--- config.mk ---
export PLATFORM = sky130hd
export DESIGN_NAME = pc_unit
export DESIGN_NICKNAME = d
export VERILOG_FILES = /design/src/rtl/pc_unit_pkg.sv /design/src/rtl/pc_unit_exc_prio_enc.sv /design/src/rtl/pc_unit.sv
export SDC_FILE = /design/constraint.sdc
export NUM_CORES = 1
export LEC_CHECK = 0
export BUFFER_PORTS_ARGS = -buffer_cell sky130_fd_sc_hd__buf_2
export CORE_MARGIN = 1
export CORE_UTILIZATION = 40
export DETAILED_ROUTE_END_ITERATION = 12
export GPL_TIMING_DRIVEN = 0
export PLACE_DENSITY = 0.74
export SYNTH_ARGS = -nofsm -noshare
export SYNTH_HDL_FRONTEND = slang
export SYNTH_HIERARCHICAL = 1
export SYNTH_SLANG_ARGS = --single-unit
--- constraint.sdc ---
create_clock -name Clk -period 2.7 [get_ports Clk]
set_input_delay 0.135 -clock Clk [delete_from_list [all_inputs] [get_ports Clk]]
set_output_delay 0.135 -clock Clk [all_outputs]
set_load 0.02 [all_outputs]
--- src/rtl/pc_unit_pkg.sv ---
// Shared types for the program-counter unit: FSM states, PC source select
// and the exception-cause width helper.
package pc_unit_pkg;

  typedef enum logic [1:0] {
    RUN      = 2'd0,
    EXC_SAVE = 2'd1,
    EXC_VEC  = 2'd2
  } pc_state_e;

  typedef enum logic [1:0] {
    PCS_ALU    = 2'd0,
    PCS_ALUOUT = 2'd1,
    PCS_JUMP   = 2'd2,
    PCS_EPC    = 2'd3
  } pc_src_e;

  // One extra code point is reserved for the internal alignment cause.
  function automatic int unsigned cause_w(input int unsigned num_exc);
    return $clog2(num_exc + 1);
  endfunction

endpackage

--- src/rtl/pc_unit_exc_prio_enc.sv ---
// Lowest-index-first priority encoder for the exception request channels.
module exc_prio_enc #(
  parameter int unsigned N  = 2,
  parameter int unsigned CW = 2
) (
  input  logic [N-1:0]  req,
  output logic          valid,
  output logic [CW-1:0] cause
);

  always_comb begin
    valid = 1'b0;
    cause = '0;
    for (int unsigned i = 0; i < N; i++) begin
      if (req[i] && !valid) begin
        valid = 1'b1;
        cause = CW'(i);
      end
    end
  end

endmodule

--- src/rtl/pc_unit.sv ---
// Program-counter unit: PC/EPC registers, next-PC select and two-cycle
// exception entry. Optional target alignment check: PC_ALIGN_CHECK_EN.
module pc_unit
  import pc_unit_pkg::*;
#(
  parameter int unsigned      WIDTH     = 32,
  parameter int unsigned      NUM_EXC   = 2,
  parameter logic [WIDTH-1:0] RESET_VEC = '0,
  parameter logic [31:0]      EXC_BASE  = 32'h0000_0100
) (
  input  logic                          Clk,
  input  logic                          Reset_n,
  input  logic                          pc_write,
  input  logic                          pc_write_cond,
  input  logic                          zero,
  input  logic                          branch_ne,
  input  logic [1:0]                    pc_src,
  input  logic [WIDTH-1:0]              alu_result,
  input  logic [WIDTH-1:0]              aluout,
  input  logic [25:0]                   instr_index,
  input  logic [NUM_EXC-1:0]            exc_req,
  output logic [WIDTH-1:0]              pc,
  output logic [WIDTH-1:0]              epc,
  output logic [cause_w(NUM_EXC)-1:0]   exc_cause,
  output logic                          exc_busy,
  output logic [WIDTH-1:0]              bad_addr
);

  localparam int unsigned      CW      = cause_w(NUM_EXC);
  localparam logic [WIDTH-1:0] HI_MASK = {WIDTH{1'b1}} << 28;

  pc_state_e         state_q, state_d;
  logic [WIDTH-1:0]  pc_q, pc_d;
  logic [WIDTH-1:0]  epc_q, epc_d;
  logic [CW-1:0]     cause_q, cause_d;

  pc_src_e           src_sel;
  logic [WIDTH-1:0]  jump_target;
  logic [WIDTH-1:0]  next_pc;
  logic [WIDTH-1:0]  vector;
  logic              we;
  logic              ext_valid;
  logic [CW-1:0]     ext_cause;
  logic              misalign;

  exc_prio_enc #(
    .N  (NUM_EXC),
    .CW (CW)
  ) u_prio (
    .req   (exc_req),
    .valid (ext_valid),
    .cause (ext_cause)
  );

  assign src_sel     = pc_src_e'(pc_src);
  assign jump_target = (pc_q & HI_MASK) | WIDTH'({instr_index, 2'b00});
  assign we          = pc_write | (pc_write_cond & (zero ^ branch_ne));
  assign vector      = WIDTH'(EXC_BASE) + (WIDTH'(cause_q) << 2);

  always_comb begin
    next_pc = alu_result;
    case (src_sel)
      PCS_ALU:    next_pc = alu_result;
      PCS_ALUOUT: next_pc = aluout;
      PCS_JUMP:   next_pc = jump_target;
      PCS_EPC:    next_pc = epc_q;
      default:    next_pc = alu_result;
    endcase
  end

`ifdef PC_ALIGN_CHECK_EN
  logic [WIDTH-1:0] bad_addr_q, bad_addr_d;

  assign misalign = we && (next_pc[1:0] != 2'b00);

  // Only latch the target when the alignment fault is the cause actually taken.
  always_comb begin
    bad_addr_d = bad_addr_q;
    if (state_q == RUN && misalign && !ext_valid) bad_addr_d = next_pc;
  end

  always_ff @(posedge Clk or negedge Reset_n) begin
    if (!Reset_n) bad_addr_q <= '0;
    else          bad_addr_q <= bad_addr_d;
  end

  assign bad_addr = bad_addr_q;
`else
  assign misalign = 1'b0;
  assign bad_addr = '0;
`endif

  always_comb begin
    state_d = state_q;
    pc_d    = pc_q;
    epc_d   = epc_q;
    cause_d = cause_q;
    case (state_q)
      RUN: begin
        if (ext_valid) begin
          state_d = EXC_SAVE;
          cause_d = ext_cause;
        end else if (misalign) begin
          state_d = EXC_SAVE;
          cause_d = CW'(NUM_EXC);
        end else if (we) begin
          pc_d = next_pc;
        end
      end
      EXC_SAVE: begin
        epc_d   = pc_q - WIDTH'(4);
        state_d = EXC_VEC;
      end
      EXC_VEC: begin
        pc_d    = vector;
        state_d = RUN;
      end
      default: state_d = RUN;
    endcase
  end

  always_ff @(posedge Clk or negedge Reset_n) begin
    if (!Reset_n) begin
      state_q <= RUN;
      pc_q    <= RESET_VEC;
      epc_q   <= '0;
      cause_q <= '0;
    end else begin
      state_q <= state_d;
      pc_q    <= pc_d;
      epc_q   <= epc_d;
      cause_q <= cause_d;
    end
  end

  assign pc        = pc_q;
  assign epc       = epc_q;
  assign exc_cause = cause_q;
  assign exc_busy  = (state_q != RUN);

endmodule

### Word-level counts from Yosys, hierarchy flattened

Index checks and enable logic that the tools add are counted.

* bits in registers: 68
* input bits: 100
* output and inout bits: 99
* word-level logic and storage cells: 35

* $add $sub $neg: 2
* equal/unequal tests: 8
* muxes and demuxes: 9
* bitwise logic cells: 4
* reductions and logical operators: 8

Operators with widths (number)
* $pmux W32 S4: 1
* $mux W32: 2
* $pmux W32 S2: 1
* $or A32 B28 Y32: 1
* $sub A32 B3 Y32 const B: 1
* $add A9 B4 Y10 const A: 1
* $eq A2 B2 Y1 const B: 3
* $ne A2 B2 Y1 const B: 3
* $eq A2 B1 Y1 const B: 2
* $logic_not A2 Y1: 2
* $pmux W2 S2: 1
* $reduce_bool A2 Y1: 2
* $mux W1: 3
* $reduce_and A3 Y1: 1
* $mux W2: 1
* $reduce_and A2 Y1: 1
* $and A1 B1 Y1: 1
* $logic_and A1 B1 Y1: 1
* $logic_not A1 Y1: 1
* $or A1 B1 Y1: 1
* $xor A1 B1 Y1: 1

### Depth between registers and ports, before layout

Gate-level depths: netlist of run 1.

* word-level depth: 6
* depth in mapped cells: 7

### Cells and area by module

Netlist of run 1, hierarchy kept.

Modules (own cells, without submodules)
* pc_unit: instances 1, cells each 415, area an instance 4297.9 sq um, sequential area each 1701.6 sq um
* exc_prio_enc: instances 1, cells each 4, area an instance 23.8 sq um, sequential area each 0.0 sq um

### Worst setup path before layout of run 1

Ideal clock, no wire load.

* kind: reg2reg
* start: register pc_q[2], in the netlist pc[2]
* end: register epc_q[20], in the netlist epc[20]
* library setup time: 0.082 ns
* data arrival time: 2.005 ns
* setup slack: 0.613 ns
* stages on the path, launching flop included: 8
* buffers on the path: 1
* clock period less this slack: 2.087 ns
* cells stage by stage: dfrtp_1 > inv_1 > ha_1 > nor4b_1 > nand4_1 > buf_2 > or3_1 > a31oi_1

* cells in the longest elaborated chain, start to end: 1

RTL lines
* from (decl): line pc_unit.sv:33 `logic [WIDTH-1:0] pc_q, pc_d;`
* from (signal assigned): line pc_unit.sv:130 `pc_q <= pc_d;`
* $sub A32 B3 Y32: line pc_unit.sv:111 `epc_d = pc_q - WIDTH'(4);`
* to (signal assigned): line pc_unit.sv:131 `epc_q <= epc_d;`
* to (decl): line pc_unit.sv:34 `logic [WIDTH-1:0] epc_q, epc_d;`

No other way between the ends.
A chain may end at the register's enable or synchronous reset.

### Final worst setup path of run 1

* start: register pc_q[2], in the netlist pc[2]
* end: register epc_q[28], in the netlist epc[28]

The elaborated chain is that of the path after synthesis.

==> results of run 1 <==
## layer usage
metal | vias to the layer above | part of all wire
met2 | 177 | 0.48
met5 | - | 0
met1 | 1954 | 0.43
met3 | 18 | 0.069
li1 | 1862 | -
met4 | 0 | 0.019
## cells in the mapped netlist (all sizes together), types with 2 or more instances
| cell type | n | area (um^2) |
|---|---|---|
| a2bb2oi | 2 | 17.5 |
| nand4 | 9 | 62.6 |
| conb | 2 | 7.51 |
| nor2b | 2 | 12.5 |
| o21ai | 16 | 80.1 |
| a21oi | 2 | 10.0 |
| or3 | 3 | 18.8 |
| a31oi | 17 | 106 |
| nor4 | 7 | 71.3 |
| nand3 | 2 | 10.0 |
| nand3b | 2 | 15.0 |
| mux2i | 34 | 340 |
| nand2b | 2 | 12.5 |
| o2bb2ai | 5 | 43.8 |
| inv | 29 | 109 |
| a22o | 3 | 26.3 |
| nand2 | 49 | 184 |
| mux2 | 4 | 45.0 |
| or2 | 2 | 12.5 |
| or4 | 13 | 97.6 |
| nor3 | 2 | 10.0 |
| buf | 41 | 294 |
| nor2 | 24 | 90.1 |
| clkbuf | 16 | 60.1 |
| and4 | 3 | 26.3 |
| and3 | 2 | 12.5 |
| xnor2 | 12 | 105 |
| mux4 | 26 | 586 |
| dfrtp | 68 | 1700 |
| o31ai | 13 | 97.6 |
## what timing repair did
item                       CTS  global route
hold buffers                 1             0
setup endpoints to repair    0             8
resized for setup            0             1
hold endpoints to repair    68             0
buffers inserted             0             1
## layout by cell type (no fill, tap or decap), types with 2 or more instances in the layout
cell / synthesis / layout
mux4_2: 26 / 26
inv_1: 29 / 29
dfrtp_1: 68 / 68
nand4_1: 8 / 8
clkbuf_8: 0 / 11
nand3_1: 2 / 2
buf_4: 33 / 35
nor4_1: 4 / 4
a21oi_1: 2 / 2
nand2b_1: 2 / 2
buf_2: 7 / 170
o21ai_0: 16 / 16
nor4_2: 2 / 2
mux2_2: 4 / 4
nor2_1: 24 / 24
o31ai_1: 13 / 13
conb_1: 2 / 33
xnor2_1: 12 / 12
nor3_1: 2 / 2
bufinv_16: 0 / 2
or4_1: 13 / 13
nor2b_1: 2 / 2
a2bb2oi_1: 2 / 2
and3_1: 2 / 2
nand2_1: 49 / 49
or3_1: 3 / 3
nand3b_1: 2 / 2
a31oi_1: 17 / 17
clkbuf_1: 16 / 16
and4_1: 3 / 3
a22o_1: 3 / 3
clkinvlp_4: 0 / 2
mux2i_1: 34 / 34
o2bb2ai_1: 5 / 5
## registers in the layout, summed over array words and instances (netlist names)
name,cells
exc_cause,2
epc,32
pc,32
state_q,2
## area by class of cell
type | instances | share of cell area
multi-input combinational | 295 | 0.400
sequential | 68 | 0.299
timing repair buffer | 166 | 0.148
buffer | 57 | 0.0622
tap | 136 | 0.0299
clock buffer | 11 | 0.0266
inverter | 30 | 0.0198
clock inverter | 5 | 0.0147
## critical path: cells and delay by family (launching register included)
kind                     cells  cell delay [ps]
AO/OA/AOI/OAI                1              170
buffers and inverters        2              330
flip-flops                   1              480
AND/OR/NAND/NOR              3             1040
adder cells (fa/ha/maj)      1              270
## stage by stage
step                      power (mW)   util
after floorplan                 4.03      -
after global placement          5.07  0.521
after detailed placement        5.17  0.521
after CTS                       6.16  0.545
after global routing            6.59  0.546
final                           6.13  0.546
## worst min path at each step
stage / from / endpoint / cells past startpoint
after detailed placement: Reset_n / epc[3] / 1
final: exc_req[1] / pc[30] / 3
after CTS: exc_req[1] / pc[30] / 3
after global placement: exc_req[1] / pc[30] / 3
after global routing: exc_req[1] / pc[30] / 3
after floorplan: Reset_n / epc[0] / 0
## power groups by stage
| stage | Clock [mW] | Sequential (mW) | Combinational, mW |
|---|---|---|---|
| 3_3_place_gp | 0 | 2.10 | 2.97 |
| 3_5_place_dp | 0 | 2.12 | 3.05 |
| 6_report | 0.977 | 2.12 | 3.03 |
| 4_1_cts | 0.993 | 2.11 | 3.06 |
| 5_1_grt | 1.04 | 2.20 | 3.34 |
| 2_1_floorplan | 0 | 2.54 | 1.49 |
## cells by family (layout without fill, tap and decap cells)
| group | Yosys count | in the layout | share of synthesized area |
|---|---|---|---|
| AND/OR/NAND/NOR | 125 | 125 | 0.153 |
| AO/OA/AOI/OAI | 59 | 59 | 0.0900 |
| flip-flops | 68 | 68 | 0.394 |
| multiplexers | 64 | 64 | 0.225 |
| XOR/XNOR | 13 | 13 | 0.0263 |
| other | 2 | 33 | 0.00174 |
| adder cells (fa/ha/maj) | 1 | 1 | 0.00289 |
| buffers and inverters | 87 | 269 | 0.108 |
==> reports/results.tsv, run 1 <==
stage	metric	value	unit
status	status	finished, final reports clean	
worst_setup_path	r2r endpoint	epc[28]	
drt	vias per cell	5.22	
synth	sequential cell area fraction in the yosys report	0.394	
die	DIE HEIGHT	106	um
finish	non-filler cells in the finished layout	768	
clock_tree	clk slew on worst S/H paths	80	ps
synth	Unique masters post-synth	43	
die	Die ar.	11200	um^2
sta	Min Hold Slack	159	ps
clock_tree	TritonCTS Buffers	9	
place	GPL Wtd Cong	0.839	
finish	Reg area	1700	um^2
global_routing	met3 usage	0.0411	
pwr	switching power total	2.89	mW
place	Place WS	85.3	ps
synth	FF+latch count, synth	68	
global_routing	largest net degree at the start of global routing	69	
sta	Tcrit/Tclk final	0.880	
global_routing	met2 Use GR	0.380	
clock_tree	Max Root-Sink Buffers	2	
pwr	clock network power share	0.159	
pwr	Logic pwr share	0.495	
finish	cell area after layout	5690	um^2
clock_tree	Num Clock Sinks	68	
drt	routed len/inst	16.2	um
global_routing	first-pass GRT wire length	19.9	mm
finish	area delta synth->final	31.7	%
worst_setup_path	data required time of the worst path	2960	ps
synth	Main synth FF type	dfrtp_1	
finish	Fillers	948	
die	core region area	10400	um^2
worst_setup_path	crit path to	epc[28]	
finish	# diodes	0	
flow_run	maxcap violations	0	
synth	YS warnings	6	
global_routing	initial antenna violation count	0	
drt	drc violations	0	
sta	post-layout min period	2380	ps
die	initial core utilization	0.415	
synth	EDFF count, synth	0	
worst_setup_path	FF-to-FF setup slack	320	ps
drt	DR iter-0 viols	182	
finish	layout cell share with drive strength beyond 1	0.408	
clock_tree	H-tree levels	3	
drt	post-route ant nets	0	
sta	worst setup margin	323	ps
synth	Avg Cell Area, Syn	10.3	um^2
worst_setup_path	Crit. End Element	flip-flop	
sta	Slew headroom	0.398	
drt	vias	4011	
min_path	Worst Hold Class	input port to flip-flop	
global_routing	Top Usage Layer GRT	met2	
global_routing	vias in the first global route	3898	
sta	RSZ-0062 raised after global routing	no	
sta	final setup fails	0	
worst_setup_path	Reg2Reg Depth	7	
die	Ports	199	
pwr	sequential power share	0.346	
synth	ys async rst share	1.00	
worst_setup_path	CP Class	flip-flop to flip-flop	
worst_setup_path	startpoint types	flip-flop	
global_routing	GRT met1 Usage	0.305	
worst_setup_path	CP max stage cell	dfrtp_1	
worst_setup_path	worst-path cell chain	inv_1 > ha_1 > nor4b_2 > nand4_1 > buf_4 > or4_1 > a31oi_1	
synth	Synth Instances	419	
finish	multi-input combinational cell area	2280	um^2
sta	f_max	421	MHz
global_routing	global-route usage over all layers	0.231	
place	hpwl dp	9.39	mm
pwr	static leakage	2.93	nW
place	cell area after placement	5430	um^2
worst_setup_path	reg2reg start	pc[2]	
sta	Tightest Pin Transition	903	ps
clock_tree	clk root buf	clkbuf_8	
sta	Max Slew Vio Count	0	
place	number of port buffers	164	
worst_setup_path	Worst path max stage delay	480	ps
synth	Post-Syn Area	4320	um^2
global_routing	total congestion overflow	0	
clock_tree	Worst-Skew Late Latency	340	ps
die	die width	106	um
worst_setup_path	CP max FO	7	
sta	setup total negative slack	0	ps
sta	Final Hold Violating Endpoints	0	
pwr	Cell Pwr Density	1080	nW/um^2
pwr	Sw Share	0.472	
drt	Total Wirelength	12.5	mm
place	DP Cell Count	750	
die	FP Rows	37	
worst_setup_path	CP Launch Point	pc[2]	
clock_tree	CTS tree	done	
pwr	VDD IR max	0.000587	V
drt	drt pass-1 iters	4	
pwr	Pint	3.24	mW
worst_setup_path	critical path data arrival time	2640	ps
sta	Setup Skew	12.9	ps
finish	Layout Nets	728	
Power figures use the tool's default switching activity.
==> run 2: changes to the inputs <==
- clock period: 2.7 -> 2.4 ns (I/O delays scaled with it)
==> run 2 against run 1 <==
Against the previous run: sequential cell count unchanged; via count is essentially flat; clock skew shrank 2.0 ps; worst setup slack worse by 140 ps; power is 13% higher; register-to-register slack worse by 140 ps; critical path type unchanged.
==> reports/results.tsv, run 2 (synthesis results as in run 1) <==
stage	metric	value	unit
worst_setup_path	WP buf/inv	3	
pwr	Sw Share	0.472	
finish	most frequent cells in the layout	buf_2 (170), dfrtp_1 (68), nand2_1 (49), buf_4 (35), mux2i_1 (34)	
die	initial core utilization	0.415	
pwr	sequential power share	0.346	
global_routing	first-pass GRT wire length	19.9	mm
clock_tree	H-tree levels	3	
clock_tree	Worst-Skew Late Latency	340	ps
die	Ports	199	
min_path	Worst Hold Class	input port to flip-flop	
sta	Min Hold Slack	146	ps
finish	Fillers	943	
clock_tree	Num Clock Sinks	68	
global_routing	global-route usage over all layers	0.231	
sta	post-layout min period	2220	ps
drt	post-route ant nets	0	
worst_setup_path	Worst path max stage delay	480	ps
drt	Total Wirelength	12.5	mm
place	GPL Wtd Cong	0.839	
global_routing	initial antenna violation count	0	
place	number of port buffers	164	
global_routing	total congestion overflow	0	
drt	drt pass-1 iters	4	
place	Place WS	-215	ps
clock_tree	Max Root-Sink Buffers	2	
global_routing	largest net degree at the start of global routing	69	
sta	Setup Skew	10.9	ps
pwr	static leakage	2.93	nW
worst_setup_path	CP delay by family, top	simple AND/OR/NAND/NOR gates	
sta	Tightest Pin Transition	907	ps
worst_setup_path	data required time of the worst path	2660	ps
drt	vias	4012	
sta	Max Slew Vio Count	0	
pwr	Cell Pwr Density	1210	nW/um^2
finish	layout cell share with drive strength beyond 1	0.410	
sta	Slew headroom	0.395	
clock_tree	TritonCTS Buffers	9	
sta	Tcrit/Tclk final	0.924	
clock_tree	clk slew on worst S/H paths	80	ps
drt	routed len/inst	16.2	um
die	die width	106	um
clock_tree	clk root buf	clkbuf_8	
worst_setup_path	critical path data arrival time	2470	ps
sta	final setup fails	0	
drt	drc violations	0	
pwr	Power, Total	6.91	mW
worst_setup_path	startpoint types	flip-flop	
finish	area delta synth->final	31.9	%
pwr	Logic pwr share	0.495	
sta	f_max	451	MHz
status	status	finished, final reports clean	
die	FP Rows	37	
clock_tree	CTS tree	done	
finish	most common cell after layout, fill and taps aside	buf_2	
finish	final core utilization	0.547	
worst_setup_path	CP max stage cell	dfrtp_1	
sta	RSZ-0062 raised after global routing	no	
worst_setup_path	CP max FO	10	
sta	worst setup margin	183	ps
flow_run	maxcap violations	0	
worst_setup_path	Crit. End Element	flip-flop	
worst_setup_path	CP Class	flip-flop to flip-flop	
pwr	VDD IR max	0.000661	V
pwr	clock network power share	0.159	
drt	vias per cell	5.22	
die	Die ar.	11200	um^2
place	hpwl dp	9.39	mm
finish	Layout Nets	728	
worst_setup_path	worst-path cell chain	inv_1 > ha_2 > nor4b_4 > nand4_1 > buf_4 > buf_2 > or3_1 > a31oi_1	
pwr	Pint	3.65	mW
global_routing	vias in the first global route	3921	
sta	Final Hold Violating Endpoints	0	
finish	# diodes	0	
pwr	switching power total	3.26	mW
die	core region area	10400	um^2
drt	DR iter-0 viols	210	
die	DIE HEIGHT	106	um
[run 2: worst paths after layout]
| path | start | to | slack [ps] | cells past startpoint |
|---|---|---|---|---|
| max | pc[2] | epc[30] | 180 | 8 |
| min | exc_req[1] | pc[30] | 150 | 3 |
| max reg2reg | pc[2] | epc[30] | 180 | 8 |
| min reg2reg | pc[1] | epc[1] | 510 | 2 |
| max in group asynchronous | Reset_n | epc[17] | 1350 | 2 |
| min in group asynchronous | Reset_n | epc[2] | 440 | 2 |
[run 2: per-layer routing]
metal  vias to the layer above  GRT usage  wire (um)
met1                      1939      0.305       5290
met3                        19     0.0411        934
li1                       1861          -          -
met2                       193      0.380       6040
met5                         -          0          0
met4                         0     0.0843        217
[run 2: stage by stage]
step / std cells / cell area (um^2) / setup TNS, ps
after floorplan: 450 / 4440 / 0
after global placement: 750 / 5430 / -1330
after detailed placement: 750 / 5430 / -1250
after CTS: 768 / 5690 / 0
after global routing: 768 / 5700 / 0
final: 768 / 5700 / 0
[run 2: repair_timing]
item,in CTS,in global routing
resized for setup,1,2
hold endpoints to repair,68,0
pin swaps,1,0
setup endpoints to repair,8,7
buffers inserted,1,0
hold buffers,1,0
gates cloned,0,0
[run 2: power by group through the flow]
| stage | registers [mW] | logic (mW) | clock network (mW) |
|---|---|---|---|
| final | 2.39 | 3.42 | 1.10 |
| after floorplan | 2.86 | 1.68 | 0 |
| after CTS | 2.38 | 3.44 | 1.12 |
| after global placement | 2.36 | 3.34 | 0 |
| after detailed placement | 2.39 | 3.43 | 0 |
| after global routing | 2.48 | 3.77 | 1.17 |
[run 2: layout make-up]
class                           count  area (um^2)  area share
Multi-Input combinational cell    295         2290       0.401
Sequential cell                    68         1700       0.298
Timing Repair Buffer              166          841       0.147
Buffer                             57          354      0.0621
Tap cell                          136          170      0.0298
Clock buffer                       11          151      0.0266
Inverter                           30          113      0.0197
Clock inverter                      5         83.8      0.0147
[run 2: worst register-to-register path: stages, from the launching register on]
cell     delay [ps]
dfrtp_1         480
inv_1           120
ha_2            250
nor4b_4         280
nand4_1         130
buf_4           200
buf_2           200
or3_1           330
a31oi_1         170
==> run 3: changes to the inputs <==
- ABC_AREA: default -> 1
- CAP_MARGIN: default -> 10
==> run 3 against run 2 <==
Against the previous run: combinational power up 23%; global-route usage up 3.6 points; sequential share of layout area down 0.25 points; critical path type unchanged; critical endpoint is now epc[16]; highest routed layer unchanged.
==> reports/results.tsv, run 3 <==
stage	metric	value	unit
pwr	Sw Share	0.538	
synth	ys async rst share	1.00	
sta	Setup Skew	7.20	ps
worst_setup_path	CP Class	flip-flop to flip-flop	
synth	Post-synth top cells	nand2_1 (276), dfrtp_1 (68), nor2_1 (68)	
global_routing	global-route usage over all layers	0.267	
clock_tree	CTS tree	done	
pwr	clock network power share	0.109	
pwr	Cell Pwr Density	1250	nW/um^2
clock_tree	Num Clock Sinks	68	
die	core region area	10800	um^2
synth	Synth area leader	dfrtp_1	
pwr	sequential power share	0.302	
finish	# diodes	0	
synth	count leader, synth	nand2_1	
sta	post-layout min period	1810	ps
synth	YS warnings	6	
pwr	Logic pwr share	0.589	
synth	synth top area cells	dfrtp_1 (38%), nand2_1 (23%), nor2_1 (5.7%), buf_4 (5.5%), inv_1 (4.2%)	
sta	f_max	552	MHz
synth	Post-Synth Adder-Cell Area	0.00280	
die	DIE HEIGHT	108	um
clock_tree	Max Root-Sink Buffers	2	
pwr	static leakage	3.23	nW
clock_tree	Post-CTS Setup Bufs	0	
finish	final core utilization	0.530	
synth	Post-Syn Area	4460	um^2
drt	Total Wirelength	15.1	mm
synth	Simple-Gate Fraction of Synth Area	0.366	
pwr	switching power total	3.85	mW
die	die width	108	um
global_routing	initial antenna violation count	0	
worst_setup_path	data required time of the worst path	2650	ps
clock_tree	clk root buf	clkbuf_8	
drt	drc violations	0	
place	Place WS	662	ps
drt	routed len/inst	14.9	um
drt	drt pass-1 iters	6	
clock_tree	TritonCTS Buffers	9	
global_routing	first-pass GRT wire length	22.8	mm
finish	layout cell share with drive strength beyond 1	0.287	
die	Die ar.	11600	um^2
synth	multiplexer share of the synthesized area	0	
place	GPL Wtd Cong	0.927	
global_routing	largest net degree at the start of global routing	69	
drt	vias per cell	4.76	
worst_setup_path	startpoint types	flip-flop	
status	status	finished, final reports clean	
sta	Slew headroom	0.420	
die	Ports	199	
clock_tree	Worst-Skew Late Latency	350	ps
drt	DR iter-0 viols	255	
global_routing	vias in the first global route	4395	
min_path	Hold Path Depth	4	
synth	Unique masters post-synth	32	
sta	final setup fails	0	
die	FP Rows	38	
pwr	Power, Total	7.16	mW
min_path	Worst Hold Class	input port to flip-flop	
finish	area delta synth->final	28.8	%
sta	Max Slew Vio Count	0	
worst_setup_path	Crit. End Element	flip-flop	
synth	Synth Area in Compound Gates	0.103	
sta	setup total negative slack	0	ps
sta	Tightest Pin Transition	871	ps
sta	Min Hold Slack	80.9	ps
pwr	Pint	3.31	mW
finish	most frequent cells in the layout	nand2_1 (276), buf_2 (173), nor2_1 (68), dfrtp_1 (68), inv_1 (50)	
synth	sequential cell area fraction in the yosys report	0.381	
drt	vias	4811	
synth	EDFF count, synth	0	
pwr	VDD IR max	0.000649	V
sta	Final Hold Violating Endpoints	0	
synth	Synth Instances	658	
clock_tree	PostCTS Resize Cnt	0	
global_routing	total congestion overflow	0	
place	hpwl dp	11.5	mm
synth	Avg Cell Area, Syn	6.78	um^2
sta	Tcrit/Tclk final	0.755	
synth	Main synth FF type	dfrtp_1	
worst_setup_path	Reg2Reg Depth	7	
clock_tree	clk slew on worst S/H paths	70	ps
finish	most common cell after layout, fill and taps aside	nand2_1	
sta	RSZ-0062 raised after global routing	no	
sta	worst setup margin	587	ps
worst_setup_path	critical path data arrival time	2060	ps
clock_tree	H-tree levels	3	
synth	largest family of logic cells by synthesized area	simple AND/OR/NAND/NOR gates	
die	initial core utilization	0.412	
drt	post-route ant nets	0	
clock_tree	CTS Hold Buffers Added	1	
synth	FF+latch count, synth	68	
synth	xor/xnor share of the synthesized area	0.0157	
flow_run	maxcap violations	0	
worst_setup_path	CP max FO	4	
place	number of port buffers	166	
synth	post-synth top area share	0.381	
finish	Layout Nets	968	
-- run 3: cell count changes in the layout (fill, tap and decap cells not counted), sizes merged, moves of 23 or more --
cell	change
mux4	-26
mux2i	-34
o21ai	+37
nor2	+48
nand2	+230
inv	+23
-- run 3: power groups by stage --
stage	Clock [mW]	Sequential (mW)	Combinational [mW]
3_5_place_dp	0	2.16	4.20
3_3_place_gp	0	2.16	4.14
6_report	0.781	2.16	4.22
2_1_floorplan	0	2.60	2.32
4_1_cts	0.785	2.14	4.21
5_1_grt	0.839	2.22	4.63
-- run 3: cell type report --
cell class | count | area [um^2]
plain buffers | 55 | 374
clock buffers | 12 | 135
clock inverters | 3 | 15.0
fillers | 1155 | 5090
inverters | 53 | 204
multi-input cells | 513 | 2300
flip-flops and latches | 68 | 1700
well taps | 140 | 175
repair buffers | 167 | 843
-- run 3: final timing paths --
| path | slack, ps | start | end |
|---|---|---|---|
| min in group asynchronous | 440 | Reset_n | epc[14] |
| max in group asynchronous | 1400 | Reset_n | epc[1] |
| worst max register to register | 590 | pc[2] | epc[16] |
| worst min register to register | 500 | epc[0] | epc[0] |
| worst max-delay path | 590 | pc[2] | epc[16] |
| worst min-delay path | 80 | exc_req[0] | exc_cause[0] |
-- run 3: worst max-delay path, stage by stage (launching register included) --
cell,delay [ps]
dfrtp_1,440
inv_1,100
ha_1,230
inv_1,100
nor2_1,340
nand2_1,170
xor2_1,160
o21ai_0,190
-- run 3: cells by family after synthesis --
logic type	after synthesis
compound gates	70
xor+xnor	8
flops	68
other cells	2
fa+ha+maj	1
buf+inv	108
simple gates	401
-- run 3: through the flow --
step / area [um^2] / std cells
after floorplan: 4580 / 689
after CTS: 5750 / 1011
after detailed placement: 5590 / 995
final: 5750 / 1011
after global placement: 5590 / 995
after global routing: 5750 / 1011
-- run 3: layer usage --
layer | GRT usage | vias to the layer above | wire length, um
met5 | 0 | - | 0
met4 | 0.0861 | 0 | 302
met3 | 0.0563 | 24 | 1240
met2 | 0.442 | 221 | 6760
met1 | 0.346 | 2135 | 6760
li1 | - | 2431 | -
